[src/rtl/bus_arb_pkg.sv]
// Shared types and limits for the bus host arbiter and its in-order ID FIFO.
package bus_arb_pkg;

    localparam int MaxHostsLimit       = 4;
    localparam int MaxOutstandingLimit = 4;
    localparam int HostIdWidth         = $clog2(MaxHostsLimit);

    typedef logic [HostIdWidth-1:0] host_id_t;

    // FREE: winner chosen by round-robin; HOLD: a stalled winner keeps the bus.
    typedef enum logic {
        ARB_FREE = 1'b0,
        ARB_HOLD = 1'b1
    } arb_state_e;

endpackage

[src/rtl/bus_host_arbiter_if.sv]
// Host-side and device-side bus signals of the arbiter, bundled with modports.
// Handshake: a request transfers on a cycle where req and gnt are both 1; a
// response is a single-cycle rvalid pulse, returned in request order.
interface bus_host_arbiter_if #(
    parameter int NrHosts      = 2,
    parameter int DataWidth    = 32,
    parameter int AddressWidth = 32
);
    localparam int BeWidth = DataWidth / 8;

    logic [NrHosts-1:0]                   host_req_i;
    logic [NrHosts-1:0]                   host_gnt_o;
    logic [NrHosts-1:0][AddressWidth-1:0] host_addr_i;
    logic [NrHosts-1:0]                   host_we_i;
    logic [NrHosts-1:0][BeWidth-1:0]      host_be_i;
    logic [NrHosts-1:0][DataWidth-1:0]    host_wdata_i;
    logic [NrHosts-1:0]                   host_rvalid_o;
    logic [NrHosts-1:0][DataWidth-1:0]    host_rdata_o;
    logic [NrHosts-1:0]                   host_err_o;

    logic                    dev_req_o;
    logic                    dev_gnt_i;
    logic [AddressWidth-1:0] dev_addr_o;
    logic                    dev_we_o;
    logic [BeWidth-1:0]      dev_be_o;
    logic [DataWidth-1:0]    dev_wdata_o;
    logic                    dev_rvalid_i;
    logic [DataWidth-1:0]    dev_rdata_i;
    logic                    dev_err_i;

    modport arb (
        input  host_req_i, host_addr_i, host_we_i, host_be_i, host_wdata_i,
        output host_gnt_o, host_rvalid_o, host_rdata_o, host_err_o,
        output dev_req_o, dev_addr_o, dev_we_o, dev_be_o, dev_wdata_o,
        input  dev_gnt_i, dev_rvalid_i, dev_rdata_i, dev_err_i
    );

    modport env (
        output host_req_i, host_addr_i, host_we_i, host_be_i, host_wdata_i,
        input  host_gnt_o, host_rvalid_o, host_rdata_o, host_err_o,
        input  dev_req_o, dev_addr_o, dev_we_o, dev_be_o, dev_wdata_o,
        output dev_gnt_i, dev_rvalid_i, dev_rdata_i, dev_err_i
    );

endinterface

[src/rtl/bus_arb_id_fifo.sv]
// In-order FIFO of granted host IDs; the head names the host owed the next response.
module bus_arb_id_fifo
    import bus_arb_pkg::*;
#(
    parameter  int Depth = 2,
    localparam int CntW  = $clog2(Depth + 1),
    localparam int PtrW  = (Depth > 1) ? $clog2(Depth) : 1
) (
    input  logic            clk_i,
    input  logic            rst_ni,
    input  logic            push_i,
    input  host_id_t        push_id_i,
    input  logic            pop_i,
    output host_id_t        head_o,
    output logic [CntW-1:0] count_o,
    output logic            full_o,
    output logic            empty_o
);

    host_id_t        mem_q [Depth];
    logic [PtrW-1:0] wr_ptr_q, wr_ptr_d;
    logic [PtrW-1:0] rd_ptr_q, rd_ptr_d;
    logic [CntW-1:0] count_q, count_d;
    logic            do_push;
    logic            do_pop;

    function automatic logic [PtrW-1:0] ptr_inc(input logic [PtrW-1:0] ptr);
        return (ptr == PtrW'(Depth - 1)) ? '0 : ptr + 1'b1;
    endfunction

    assign full_o  = (count_q == CntW'(Depth));
    assign empty_o = (count_q == '0);
    assign head_o  = mem_q[rd_ptr_q];
    assign count_o = count_q;

    // A push into a full FIFO is legal only when the head leaves in the same cycle.
    assign do_pop  = pop_i & ~empty_o;
    assign do_push = push_i & (~full_o | do_pop);

    always_comb begin
        wr_ptr_d = wr_ptr_q;
        rd_ptr_d = rd_ptr_q;
        count_d  = count_q;
        if (do_push) begin
            wr_ptr_d = ptr_inc(wr_ptr_q);
        end
        if (do_pop) begin
            rd_ptr_d = ptr_inc(rd_ptr_q);
        end
        if (do_push && !do_pop) begin
            count_d = count_q + 1'b1;
        end else if (do_pop && !do_push) begin
            count_d = count_q - 1'b1;
        end
    end

    always_ff @(posedge clk_i or negedge rst_ni) begin
        if (!rst_ni) begin
            wr_ptr_q <= '0;
            rd_ptr_q <= '0;
            count_q  <= '0;
            for (int i = 0; i < Depth; i++) begin
                mem_q[i] <= '0;
            end
        end else begin
            wr_ptr_q <= wr_ptr_d;
            rd_ptr_q <= rd_ptr_d;
            count_q  <= count_d;
            if (do_push) begin
                mem_q[wr_ptr_q] <= push_id_i;
            end
        end
    end

endmodule

[src/rtl/bus_host_arbiter.sv]
// Round-robin arbiter sharing one pipelined device among NrHosts hosts, routing
// in-order responses back through an ID FIFO.
module bus_host_arbiter
    import bus_arb_pkg::*;
#(
    parameter  int NrHosts        = 2,
    parameter  int DataWidth      = 32,
    parameter  int AddressWidth   = 32,
    parameter  int MaxOutstanding = 2,
    localparam int CntW           = $clog2(MaxOutstanding + 1)
) (
    input  logic             clk_i,
    input  logic             rst_ni,
    bus_host_arbiter_if.arb  bus,
    output logic [CntW-1:0]  outstanding_o,
    output logic             protocol_err_o,
    output arb_state_e       arb_state_o
);

    arb_state_e      state_q, state_d;
    host_id_t        last_q, last_d;
    host_id_t        hold_id_q, hold_id_d;
    logic            perr_q, perr_d;

    host_id_t        rr_winner;
    host_id_t        winner;
    logic            rr_found;
    logic            held_req;
    logic            any_req;
    logic            can_accept;
    logic            dev_req;
    logic            handshake;
    logic            resp_ok;

    host_id_t        fifo_head;
    logic [CntW-1:0] fifo_count;
    logic            fifo_full;
    logic            fifo_empty;

    // Round-robin search starting one past the last granted host.
    always_comb begin
        rr_winner = last_q;
        rr_found  = 1'b0;
        held_req  = 1'b0;
        for (int i = 0; i < NrHosts; i++) begin
            for (int j = 0; j < NrHosts; j++) begin
                if (!rr_found && bus.host_req_i[j] &&
                    (j == (int'(last_q) + 1 + i) % NrHosts)) begin
                    rr_winner = host_id_t'(j);
                    rr_found  = 1'b1;
                end
            end
        end
        for (int j = 0; j < NrHosts; j++) begin
            if (hold_id_q == host_id_t'(j)) begin
                held_req = bus.host_req_i[j];
            end
        end
    end

    assign any_req = |bus.host_req_i;
    assign winner  = (state_q == ARB_HOLD && held_req) ? hold_id_q : rr_winner;

    // dev_rvalid_i reaches dev_req only through the full-bypass term.
    assign can_accept = ~fifo_full | bus.dev_rvalid_i;
    assign dev_req    = rst_ni & any_req & can_accept;
    assign handshake  = dev_req & bus.dev_gnt_i;
    assign resp_ok    = bus.dev_rvalid_i & ~fifo_empty;

    always_comb begin
        bus.dev_req_o   = dev_req;
        bus.dev_addr_o  = '0;
        bus.dev_we_o    = 1'b0;
        bus.dev_be_o    = '0;
        bus.dev_wdata_o = '0;
        for (int j = 0; j < NrHosts; j++) begin
            bus.host_gnt_o[j]    = handshake && (winner == host_id_t'(j));
            bus.host_rvalid_o[j] = resp_ok && (fifo_head == host_id_t'(j));
            bus.host_err_o[j]    = resp_ok && (fifo_head == host_id_t'(j)) && bus.dev_err_i;
            bus.host_rdata_o[j]  = bus.dev_rdata_i;
            if (winner == host_id_t'(j)) begin
                bus.dev_addr_o  = bus.host_addr_i[j];
                bus.dev_we_o    = bus.host_we_i[j];
                bus.dev_be_o    = bus.host_be_i[j];
                bus.dev_wdata_o = bus.host_wdata_i[j];
            end
        end
    end

    always_comb begin
        state_d   = state_q;
        hold_id_d = hold_id_q;
        last_d    = last_q;
        perr_d    = perr_q | (bus.dev_rvalid_i & fifo_empty);
        if (handshake) begin
            last_d  = winner;
            state_d = ARB_FREE;
        end else if (dev_req) begin
            state_d   = ARB_HOLD;
            hold_id_d = winner;
        end else if (!held_req) begin
            state_d = ARB_FREE;
        end
    end

    always_ff @(posedge clk_i or negedge rst_ni) begin
        if (!rst_ni) begin
            state_q   <= ARB_FREE;
            hold_id_q <= '0;
            last_q    <= host_id_t'(NrHosts - 1);
            perr_q    <= 1'b0;
        end else begin
            state_q   <= state_d;
            hold_id_q <= hold_id_d;
            last_q    <= last_d;
            perr_q    <= perr_d;
        end
    end

    bus_arb_id_fifo #(
        .Depth (MaxOutstanding)
    ) u_id_fifo (
        .clk_i     (clk_i),
        .rst_ni    (rst_ni),
        .push_i    (handshake),
        .push_id_i (winner),
        .pop_i     (resp_ok),
        .head_o    (fifo_head),
        .count_o   (fifo_count),
        .full_o    (fifo_full),
        .empty_o   (fifo_empty)
    );

    assign outstanding_o  = fifo_count;
    assign protocol_err_o = perr_q;
    assign arb_state_o    = state_q;

endmodule

[src/flat_wrapper.sv]
// flat-port wrapper written by rule: the top's interface ports become plain ports
module bus_host_arbiter_flat import bus_arb_pkg::*;
#(
    parameter  int NrHosts        = 2,
    parameter  int DataWidth      = 32,
    parameter  int AddressWidth   = 32,
    parameter  int MaxOutstanding = 2,
    localparam int CntW           = $clog2(MaxOutstanding + 1)
)
  (clk_i, rst_ni, outstanding_o, protocol_err_o, arb_state_o, bus_host_req_i, bus_host_addr_i, bus_host_we_i, bus_host_be_i, bus_host_wdata_i, bus_host_gnt_o, bus_host_rvalid_o, bus_host_rdata_o, bus_host_err_o, bus_dev_req_o, bus_dev_addr_o, bus_dev_we_o, bus_dev_be_o, bus_dev_wdata_o, bus_dev_gnt_i, bus_dev_rvalid_i, bus_dev_rdata_i, bus_dev_err_i);
  bus_host_arbiter_if #(.NrHosts(NrHosts), .DataWidth(DataWidth), .AddressWidth(AddressWidth)) bus_i ();
  input  logic clk_i;
  input  logic rst_ni;
  output logic [CntW-1:0] outstanding_o;
  output logic protocol_err_o;
  output arb_state_e arb_state_o;
  input wire logic [$bits(bus_i.host_req_i)-1:0] bus_host_req_i;
  input wire logic [$bits(bus_i.host_addr_i)-1:0] bus_host_addr_i;
  input wire logic [$bits(bus_i.host_we_i)-1:0] bus_host_we_i;
  input wire logic [$bits(bus_i.host_be_i)-1:0] bus_host_be_i;
  input wire logic [$bits(bus_i.host_wdata_i)-1:0] bus_host_wdata_i;
  output wire logic [$bits(bus_i.host_gnt_o)-1:0] bus_host_gnt_o;
  output wire logic [$bits(bus_i.host_rvalid_o)-1:0] bus_host_rvalid_o;
  output wire logic [$bits(bus_i.host_rdata_o)-1:0] bus_host_rdata_o;
  output wire logic [$bits(bus_i.host_err_o)-1:0] bus_host_err_o;
  output wire logic [$bits(bus_i.dev_req_o)-1:0] bus_dev_req_o;
  output wire logic [$bits(bus_i.dev_addr_o)-1:0] bus_dev_addr_o;
  output wire logic [$bits(bus_i.dev_we_o)-1:0] bus_dev_we_o;
  output wire logic [$bits(bus_i.dev_be_o)-1:0] bus_dev_be_o;
  output wire logic [$bits(bus_i.dev_wdata_o)-1:0] bus_dev_wdata_o;
  input wire logic [$bits(bus_i.dev_gnt_i)-1:0] bus_dev_gnt_i;
  input wire logic [$bits(bus_i.dev_rvalid_i)-1:0] bus_dev_rvalid_i;
  input wire logic [$bits(bus_i.dev_rdata_i)-1:0] bus_dev_rdata_i;
  input wire logic [$bits(bus_i.dev_err_i)-1:0] bus_dev_err_i;
  assign bus_i.host_req_i = bus_host_req_i;
  assign bus_i.host_addr_i = bus_host_addr_i;
  assign bus_i.host_we_i = bus_host_we_i;
  assign bus_i.host_be_i = bus_host_be_i;
  assign bus_i.host_wdata_i = bus_host_wdata_i;
  assign bus_host_gnt_o = bus_i.host_gnt_o;
  assign bus_host_rvalid_o = bus_i.host_rvalid_o;
  assign bus_host_rdata_o = bus_i.host_rdata_o;
  assign bus_host_err_o = bus_i.host_err_o;
  assign bus_dev_req_o = bus_i.dev_req_o;
  assign bus_dev_addr_o = bus_i.dev_addr_o;
  assign bus_dev_we_o = bus_i.dev_we_o;
  assign bus_dev_be_o = bus_i.dev_be_o;
  assign bus_dev_wdata_o = bus_i.dev_wdata_o;
  assign bus_i.dev_gnt_i = bus_dev_gnt_i;
  assign bus_i.dev_rvalid_i = bus_dev_rvalid_i;
  assign bus_i.dev_rdata_i = bus_dev_rdata_i;
  assign bus_i.dev_err_i = bus_dev_err_i;
  bus_host_arbiter #(.NrHosts(NrHosts), .DataWidth(DataWidth), .AddressWidth(AddressWidth), .MaxOutstanding(MaxOutstanding)) u_core (.clk_i(clk_i), .rst_ni(rst_ni), .bus(bus_i), .outstanding_o(outstanding_o), .protocol_err_o(protocol_err_o), .arb_state_o(arb_state_o));
endmodule
[config.mk]
export PLATFORM = sky130hd
export DESIGN_NAME = bus_host_arbiter_flat
export DESIGN_NICKNAME = d
export VERILOG_FILES = /design/src/rtl/bus_arb_pkg.sv /design/src/rtl/bus_host_arbiter_if.sv /design/src/rtl/bus_arb_id_fifo.sv /design/src/rtl/bus_host_arbiter.sv /design/src/flat_wrapper.sv
export SDC_FILE = /design/constraint.sdc
export NUM_CORES = 1
export LEC_CHECK = 0
export ABC_AREA = 1
export CAP_MARGIN = 10
export CORE_AREA = 2 2 124 126
export DETAILED_ROUTE_END_ITERATION = 16
export DIE_AREA = 0 0 126 128
export MAX_ROUTING_LAYER = met4
export PLACE_DENSITY_LB_ADDON = 0.25
export SYNTH_ARGS = -nofsm -noshare
export SYNTH_HDL_FRONTEND = slang
export SYNTH_HIERARCHICAL = 1
export SYNTH_SLANG_ARGS = --single-unit
[constraint.sdc]
create_clock -name clk_i -period 4.7 [get_ports clk_i]
set_clock_uncertainty 0.05 [all_clocks]
set_input_delay 0.94 -clock clk_i [delete_from_list [all_inputs] [get_ports clk_i]]
set_output_delay 0.94 -clock clk_i [all_outputs]
set_load 0.03 [all_outputs]
* After elaboration in Yosys (flattened, before gate mapping) *
Cells that the tools add are included.

word-level totals
  register bits = 14
  output and inout port bits = 144
  word-level logic and storage cells = 104

cells by class
  $add $sub $neg = 6
  $lt $le $gt $ge = 3
  eq/ne operators = 7
  muxes and demuxes = 31
  bitwise operators = 17
  reduce and logical (&&, ||, !) cells = 31

operator list
  kind                   number
  $mux 32                4
  $logic_not 32->1       2
  $add 32x2->32 const B  1
  $mux 2                 11
  $logic_and 1x1->1      17
  $mux 1                 12
  $and 1x1->1            8
  $logic_not 2->1        4
  $mux 4                 2
  $eq 2x1->1 const B     3
  $logic_not 1->1        5
  $bwmux 4               1
  $eq 2x2->1 const A     2
  $ge 2x2->1 const B     2
  $not 1->2              2
  $add 2x1->3 const B    1
  $ne 3x3->1 const B     1
  $not 1->1              3
  $or 1x1->1             3
  $add 1x1->1 const B    2
  $add 2x1->2 const B    1
  $demux 2 s1            1
  $eq 2x2->1 const B     1
  $lt 2x1->1 const B     1
  other kinds (5)        5

* Logic depth before layout (Yosys ltp) *
  word-level depth = 21
  gate-level depth with buffers = 15
  gate-level depth less buffers = 15

* Hierarchy *
The synthesis kept the hierarchy.

modules (own cells, without submodules)
  module            instances  cells each  area each (sq um)  seq. area each (sq um)
  bus_host_arbiter  1          360         2,083.2            151.4
  bus_arb_id_fifo   1          52          436.7              200.2

* Worst setup path after synthesis *
No wires, ideal clock.

  kind = input port to output port
  start = input port bus_dev_rvalid_i
  end = output port bus_host_gnt_o[1]
  arrival = 2,280 ps
  slack = 1,430 ps
  stages on the path = 8
  buffers on the path = 0
  cells stage by stage = inv_1 -> nand2_1 -> nand2_1 -> nor2_1 -> nand2_1 -> inv_1 -> nand2_1 -> inv_1

between the ends
  cells in the longest elaborated chain, start to end = 4

RTL lines
  element               RTL line                RTL
  start, declared       flat_wrapper.sv:32      input wire logic [$bits(bus_i.dev_rvalid_i)-1:0] bus_dev_rvalid_i;
  $or 1x1->1            bus_host_arbiter.sv:65  assign can_accept = ~fifo_full | bus.dev_rvalid_i;
  $and 1x1->1           bus_host_arbiter.sv:66  assign dev_req = rst_ni & any_req & can_accept;
  via bus_dev_req_o     flat_wrapper.sv:26      output wire logic [$bits(bus_i.dev_req_o)-1:0] bus_dev_req_o;
  $and 1x1->1           bus_host_arbiter.sv:67  assign handshake = dev_req & bus.dev_gnt_i;
  via u_core.handshake  bus_host_arbiter.sv:32  logic handshake;
  $logic_and 1x1->1     bus_host_arbiter.sv:77  bus.host_gnt_o[j] = handshake && (winner == host_id_t'(j));
  end, declared         flat_wrapper.sv:22      output wire logic [$bits(bus_i.host_gnt_o)-1:0] bus_host_gnt_o;

The timed path passes the listed nets, and every way through them passes these cells.

* Worst setup path in the final report *
  start = input port bus_host_req_i[1]
  end = output port bus_dev_wdata_o[5]

between the ends
  cells in the longest elaborated chain, start to end = 15

RTL lines
  element                         RTL line                RTL
  start, declared                 flat_wrapper.sv:17      input wire logic [$bits(bus_i.host_req_i)-1:0] bus_host_req_i;
  $logic_and 1x1->1 (2 in a row)  bus_host_arbiter.sv:47  if (!rr_found && bus.host_req_i[j] &&
  $mux 1                          bus_host_arbiter.sv:47
  $logic_not 1->1                 bus_host_arbiter.sv:47
  $logic_and 1x1->1 (2 in a row)  bus_host_arbiter.sv:47
  $mux 1                          bus_host_arbiter.sv:47
  $logic_not 1->1                 bus_host_arbiter.sv:47
  $logic_and 1x1->1 (2 in a row)  bus_host_arbiter.sv:47
  $mux 2                          bus_host_arbiter.sv:47
  $mux 2 (*)                      bus_host_arbiter.sv:62  assign winner = (state_q == ARB_HOLD && held_req) ? hold_id_q : rr_winner;
  $logic_not 2->1                 bus_host_arbiter.sv:81  if (winner == host_id_t'(j)) begin
  $mux 32                         bus_host_arbiter.sv:81
  $mux 32 (*)                     bus_host_arbiter.sv:81
  end, declared                   flat_wrapper.sv:30      output wire logic [$bits(bus_i.dev_wdata_o)-1:0] bus_dev_wdata_o;

Every way passes the cells marked *; elsewhere a longest branch is shown, timed or not.

==> impl_table.tex <==
\begin{tabular}{lr}
\hline
Metric & Value \\
\hline
\multicolumn{2}{l}{\textbf{Run status}} \\
Status & finished clean \\
\multicolumn{2}{l}{\textbf{Timing}} \\
Number of endpoints with negative hold slack in the final report & 0 \\
RSZ-0062 raised after global routing & no \\
Final setup margin & 0.500 ns \\
Final cycle utilization of the critical path & 89.4\% \\
Endpoints failing setup & 0 \\
Relative slew margins & 69.0\% \\
Actual transition at the worst max-transition pin & 0.465 ns \\
Sum of negative setup slack & 0 ns \\
Max Transition Viols Final & 0 \\
Top achievable clock speed & 238 MHz \\
Min Tclk post-route & 4.20 ns \\
\multicolumn{2}{l}{\textbf{Logic synthesis}} \\
Cell Area, Synth & 2520 um\^{}2 \\
Share of synthesized cell area in full adder, half adder and majority cells & 0.497\% \\
Asr flop ratio synth & 100\% \\
Number of warning messages in the yosys log & 6 \\
Top cell type's share of synthesized area & 19.7\% \\
Ranking of synthesized cells by instance count & sky130\_fd\_sc\_hd\_\_nand2\_1, sky130\_fd\_sc\_hd\_\_nand4\_1, sky130\_fd\_sc\_hd\_\_nand3\_1 \\
Count of different cell masters after synthesis & 28 \\
Mean post-synth cell area & 6.12 um\^{}2 \\
Top\_reg\_cell synth & sky130\_fd\_sc\_hd\_\_dfrtp\_1 \\
Number of enable flip-flop cells after synthesis & 0 \\
Cell with the most instances after synthesis & sky130\_fd\_sc\_hd\_\_nand2\_1 \\
Proportion of synthesized area in mux cells & 0\% \\
Cell type with the highest aggregate area in the netlist & sky130\_fd\_sc\_hd\_\_buf\_4 \\
Post-synthesis sequential area ratio & 14.0\% \\
Simple-gate share of the synthesized area & 53.1\% \\
Largest family of logic cells by synthesized area & simple AND/OR/NAND/NOR gates \\
XOR/XNOR Fraction of Synth Area & 0.695\% \\
Synth Area in Compound Gates & 1.59\% \\
Flop and latch count out of synthesis & 14 \\
Synthesized netlist cell count & 412 \\
Largest cells by area after synthesis & sky130\_fd\_sc\_hd\_\_buf\_4, sky130\_fd\_sc\_hd\_\_nand4\_1, sky130\_fd\_sc\_hd\_\_nand2\_1, sky130\_fd\_sc\_hd\_\_nand3\_1, sky130\_fd\_sc\_hd\_\_dfrtp\_1 \\
Synthesized net count & 590 \\
\multicolumn{2}{l}{\textbf{Route}} \\
Antenna viol nets, final & 0 \\
Via-to-Cell Ratio & 4.54 \\
Wire length reported by the detailed router & 11100 um \\
Vias after detailed routing & 3373 \\
Post-route DRC violation count & 0 \\
Pre-Repair DR Iteration Count & 4 \\
Routed wire length per instance & 15.0 um \\
1st-iter DRT viols & 126 \\
\multicolumn{2}{l}{\textbf{Critical path}} \\
Worst EP arrival & 3.21 ns \\
Endpoint of the worst register-to-register path & u\_core/u\_id\_fifo/count\_o[1] \\
Number of cells on the worst reg-to-reg path & 14 \\
Largest driver fanout on the critical path & 47 \\
Crit Path Category & in -> out \\
Sort of element at the end of the critical path & output port \\
R2r startpoint & u\_core/u\_id\_fifo/count\_o[1] \\
Required time reported for the critical path endpoint & 3.71 ns \\
Element type at the critical path start & input port \\
Slack of the worst reg-to-reg path & 2.45 ns \\
\multicolumn{2}{l}{\textbf{Hold path}} \\
Endpoint of the worst hold-timing path & u\_core/u\_id\_fifo/mem\_q[1] \\
Source of the worst hold timing path & u\_core/u\_id\_fifo/mem\_q[1] \\
Number of instances on the worst hold path & 2 \\
Worst min-delay path category & reg -> reg \\
\multicolumn{2}{l}{\textbf{GRT}} \\
Number of global-route vias before repair & 3321 \\
Global-route wire length before repair & 16800 um \\
Residual overflow from global routing & 0 \\
Total routing resource utilization after global routing & 13.0\% \\
Number of antenna violations at the first check in global routing & 0 \\
Maximum number of pins on one net before global-route repair & 48 \\
\multicolumn{2}{l}{\textbf{Clock tree}} \\
Worst-Skew Late Latency & 0.25 ns \\
Number of post-CTS setup repair buffers & 0 \\
Clock root cell & sky130\_fd\_sc\_hd\_\_clkbuf\_16 \\
Depth of the CTS H-tree & 1 \\
Hold buffer count at cts & 0 \\
CTS Buf Count & 3 \\
Clock transition at the register clock pins on the worst setup and hold paths after CTS & 0.05 ns \\
Clock tree from TritonCTS & done \\
CTS Buffer Depth & 2 \\
Post-cts repair resize count & 0 \\
Clock sink total & 14 \\
\multicolumn{2}{l}{\textbf{Placed design}} \\
Number of port buffers & 224 \\
Routability cong. & 0.836 \\
Worst slack, placed & 0.500 ns \\
HPWL reported at the end of detailed placement & 8870 um \\
\multicolumn{2}{l}{\textbf{Floorplanning}} \\
Core Footprint & 14900 um\^{}2 \\
Vertical die dimension & 128 um \\
Area of the die & 16100 um\^{}2 \\
FP Rows & 45 \\
Starting Density & 17.0\% \\
Die Wd & 126 um \\
Number of placed I/O pins & 321 \\
\multicolumn{2}{l}{\textbf{Layout}} \\
Filler cells & 1639 \\
Share of post-route cells with drive strength above 1 & 7.21\% \\
Ant diodes & 0 \\
Final nets & 734 \\
Area growth, synth to finish & 80.3\% \\
\multicolumn{2}{l}{\textbf{Pwr}} \\
Worst IR Drop VDD & 0.225 mV \\
Power after layout & 2170 uW \\
Static leakage & 0.00205 uW \\
Power density of the placed cells & 478 nW/um\^{}2 \\
\multicolumn{2}{l}{\textbf{Flow run}} \\
Max\_cap viols & 0 \\
\hline
\end{tabular}
==> critical path: stages <==
cell and delay [ns]:
sky130_fd_sc_hd__clkdlybuf4s50_1 0.55, sky130_fd_sc_hd__nor2_1 0.13, sky130_fd_sc_hd__nand2_4 0.32, sky130_fd_sc_hd__buf_12 0.26, sky130_fd_sc_hd__nand4_1 0.17, sky130_fd_sc_hd__nand2_1 0.12, sky130_fd_sc_hd__clkdlybuf4s50_1 0.67
==> state kept, by name, indices dropped and copies added, names as in the netlist <==
| register | count |
|---|---|
| u_core/arb_state_o | 1 |
| u_core/last_q | 2 |
| u_core/u_id_fifo/wr_ptr_q | 1 |
| u_core/u_id_fifo/count_o | 2 |
| u_core/u_id_fifo/rd_ptr_q | 1 |
| u_core/hold_id_q | 2 |
| u_core/u_id_fifo/mem_q | 4 |
| u_core/protocol_err_o | 1 |
==> power breakdown <==
part / internal, uW / switching [uW] / leakage, uW
Clock: 129 / 52.4 / 0.0000442
Combinational: 720 / 1070 / 0.00183
Sequential: 159 / 40.0 / 0.000174
Total: 1010 / 1160 / 0.00205
==> metal layers <==
layer,wire (um),vias up,global-route usage [%]
met3,1050,30,3.51
met5,0,-,-
met2,5370,184,21.9
met1,4480,1519,15.4
li1,-,1640,-
met4,231,0,3.17
==> cells in the final DEF, fill, tap and decap left out, types with 2 or more instances in the layout <==
| master | Yosys | final |
|---|---|---|
| sky130_fd_sc_hd__nand3_2 | 2 | 2 |
| sky130_fd_sc_hd__buf_4 | 66 | 20 |
| sky130_fd_sc_hd__nor2_1 | 5 | 5 |
| sky130_fd_sc_hd__dfrtp_1 | 13 | 13 |
| sky130_fd_sc_hd__nor3_1 | 2 | 2 |
| sky130_fd_sc_hd__clkdlybuf4s50_1 | 0 | 217 |
| sky130_fd_sc_hd__nand3_1 | 71 | 71 |
| sky130_fd_sc_hd__nor4_1 | 2 | 2 |
| sky130_fd_sc_hd__nand3_4 | 2 | 2 |
| sky130_fd_sc_hd__nand4_1 | 74 | 74 |
| sky130_fd_sc_hd__nand2_1 | 102 | 101 |
| sky130_fd_sc_hd__o21ai_2 | 2 | 2 |
| sky130_fd_sc_hd__o21ai_0 | 3 | 3 |
| sky130_fd_sc_hd__inv_2 | 2 | 2 |
| sky130_fd_sc_hd__buf_12 | 0 | 2 |
| sky130_fd_sc_hd__nand2_4 | 1 | 2 |
| sky130_fd_sc_hd__clkbuf_16 | 0 | 3 |
| sky130_fd_sc_hd__inv_1 | 22 | 22 |
==> worst max path at each step <==
stage	start	endpoint	slack, ns	cells past startpoint
CTS	bus_host_req_i[1]	bus_dev_wdata_o[5]	0.50	7
global route	bus_host_req_i[1]	bus_dev_addr_o[6]	0.34	9
finish	bus_host_req_i[1]	bus_dev_wdata_o[5]	0.50	7
global placement	bus_host_req_i[1]	bus_dev_addr_o[23]	0.53	9
detailed placement	bus_host_req_i[1]	bus_dev_wdata_o[5]	0.50	7
floorplan	bus_dev_rvalid_i	bus_host_gnt_o[1]	1.43	8
==> stage by stage <==
stage          cells  util, %  instance area (um^2)  hold slack (ns)
3_3_place_gp     739     30.0                  4460            0.411
2_1_floorplan    412        -                  2520            0.386
5_1_grt          743     30.6                  4540            0.450
3_5_place_dp     739     30.0                  4460            0.421
6_report         743     30.6                  4540            0.433
4_1_cts          743     30.6                  4540            0.433
==> logic make-up (layout without fill, tap and decap cells) <==
logic type      Yosys count  after routing
fa+ha+maj                 1              1
simple gates            265            265
buf+inv                 124            267
xor+xnor                  2              2
flops                    14             14
compound gates            6              6
==> cell type report <==
cell class / instances / area (um^2) / area share, %
Timing Repair Buffer: 239 / 2360 / 52.0
Multi-Input combinational cell: 274 / 1420 / 31.2
Sequential cell: 14 / 352 / 7.74
Tap cell: 188 / 235 / 5.18
Inverter: 24 / 90.1 / 1.98
Clock buffer: 4 / 88.8 / 1.95
Power figures use the tool's default switching activity.
==> RTL change, RTL diff (same flow settings) <==
`AddressWidth` is set to 32 in 3 places; all go to 24.
--- a/src/rtl/bus_host_arbiter_if.sv
+++ b/src/rtl/bus_host_arbiter_if.sv
@@ -6,3 +6,3 @@
     parameter int DataWidth    = 32,
-    parameter int AddressWidth = 32
+    parameter int AddressWidth = 24
 );
--- a/src/rtl/bus_host_arbiter.sv
+++ b/src/rtl/bus_host_arbiter.sv
@@ -7,3 +7,3 @@
     parameter  int DataWidth      = 32,
-    parameter  int AddressWidth   = 32,
+    parameter  int AddressWidth   = 24,
     parameter  int MaxOutstanding = 2,
--- a/src/flat_wrapper.sv
+++ b/src/flat_wrapper.sv
@@ -5,3 +5,3 @@
     parameter  int DataWidth      = 32,
-    parameter  int AddressWidth   = 32,
+    parameter  int AddressWidth   = 24,
     parameter  int MaxOutstanding = 2,
Interface: changed (resized bus_dev_addr_o and bus_host_addr_i); port bits go from 321 to 297. The function was not compared with the original's and may differ.
==> RTL change against the original RTL <==
Routed wire length down 4.1%. Final area fell by 7.0%. Total power fell by 8.0%. Area after synthesis fell by 1.1%. Sequential cell count unchanged. Synthesized cell count fell by 4.9%. Worst setup slack gained 0.090 ns. Non-clock buffer count shrank 28. Largest cell class unchanged.
==> RTL change: results (changes against the original RTL) <==
- Outcome: finished clean
- Post-CTS sizing: 0 (unchanged)
- Cells after DPL: 690 (-6.6%)
- Mapped Cells: 392 (-4.9%)
- Min Hold Slack: 0.407 ns (-0.0254 ns)
- CP endpoint: bus_dev_we_o
- Placer congestion estimate: 0.788 (-5.7%)
- Met2 wire length: 5010 µm (-6.6%)
- Nets: 669 (-8.9%)
- Data arrival, critical path: 3.12 ns (-0.09 ns)
- Hold path endpoint: u_core/protocol_err_o
- Main synth FF type: dfrtp_1
- Ratio of cells with drive above 1 in the final layout: 0.0553 (-0.0167)
- P_seq: 204 µW (+3%)
- First DRT Iteration DRCs: 238 (+89%)
- Tot GR Track Use: 0.127 (-0.00311)
- M1 WL: 4490 µm (+0.16%)
- Async SR Flop Fraction: 1.00 (unchanged)
- Max reg flops: 4 (unchanged)
- Commonest cells post-synth: nand4_1, nand2_1, buf_4
- DR WL/cell: 15.3 µm (+2.4%)
- Number of port buffers: 200 (-11%)
- Hold depth: 1 (-1)
- Top layer reached by signal wires: met4
- Synth top area cells: nand4_1, buf_4, nand2_1
- Hpwl dp: 8140 µm (-8.2%)
- CP startpoint: bus_host_req_i[1]
- Worst reg-to-reg setup slack: 2.36 ns (-0.09 ns)
- Max incr delay on CP: 0.67 ns (about the same)
- Internal Power: 928 µW (-8.0%)
- Post-CTS setup buffers: 0 (unchanged)
- Top reg by flops: u_core/u_id_fifo/mem_q
- Slew headroom: 0.636 (-0.0539)
- Reg2reg start: u_core/u_id_fifo/count_o[1]
- DP Area: 4140 µm² (-7.0%)
- Antenna violations before repair: 2 (+2)
- Mapped Nets: 554 (-6.1%)
- Reg-to-Reg End: u_core/u_id_fifo/count_o[1]
- Maximum vdd ir drop: 233 µV (+3.5%)
- TritonCTS buffer count: 3 (unchanged)
- Seq pwr share: 0.102 (+0.010)
- Clk pwr share: 0.080 (-0.004)
- Clk_lat worst skew: 0.23 ns (-0.02 ns)
- Setup WS pre-CTS: 0.553 ns (+0.0529 ns)
- Global route total overflow: 0 (unchanged)
- Register area share after synthesis: 0.141 (+0.00161)
- LEAKAGE: 0.00186 µW (-9.5%)
- FILL cells: 1617 (-1.3%)
- First-pass GRT wire length: 16800 µm (-0.12%)
- Min-delay src: u_core/protocol_err_o
- Yosys cell types: 24 (-14%)
- Pin count of the biggest net entering global routing: 69 (+44%)
- Worst-case clock buffer depth: 2 (unchanged)
- WL final: 10700 µm (-4.1%)
- WL met3: 949 µm (-9.6%)
- Min cycle time layout: 4.11 ns (-0.0895 ns)
- DR pass1 iterations: 4 (unchanged)
- H-tree depth: 1 (unchanged)
- Max FO, Critical Path: 56 (+19%)
- Via count: 3234 (-4.1%)
-- RTL change: cell count changes after synthesis, moves of 2 or more --
cell	delta
buf_2	-12
nand2_1	-8
buf_4	+10
nand3_1	-69
nand2_2	+2
nor2_1	+2
nand4_1	+54
clkbuf_1	+5
o21ai_1	+3
-- RTL change: final cells by class --
type,instances,area [µm²],area share
clock buffers,4,78.8,0.0187
inverters,25,93.8,0.0222
diodes,2,5.00,0.00118
repair buffers,211,2090,0.496
flip-flops and latches,14,352,0.0832
multi-input cells,252,1370,0.324
well taps,188,235,0.0557
-- RTL change: logic make-up after synthesis --
family,share of synthesized area
AOI/OAI and AO/OA,0.0166
xor gates and xnor gates,0.00703
adders and majority gates,0.00502
buffers and inverters,0.314
DFF,0.141
and+or+nand+nor,0.516
-- RTL change: routing by layer --
metal | global-route usage | vias up
li1 | - | 1573
met1 | 0.160 | 1464
met2 | 0.206 | 163
met3 | 0.0309 | 34
met4 | 0.0271 | 0
met5 | - | -
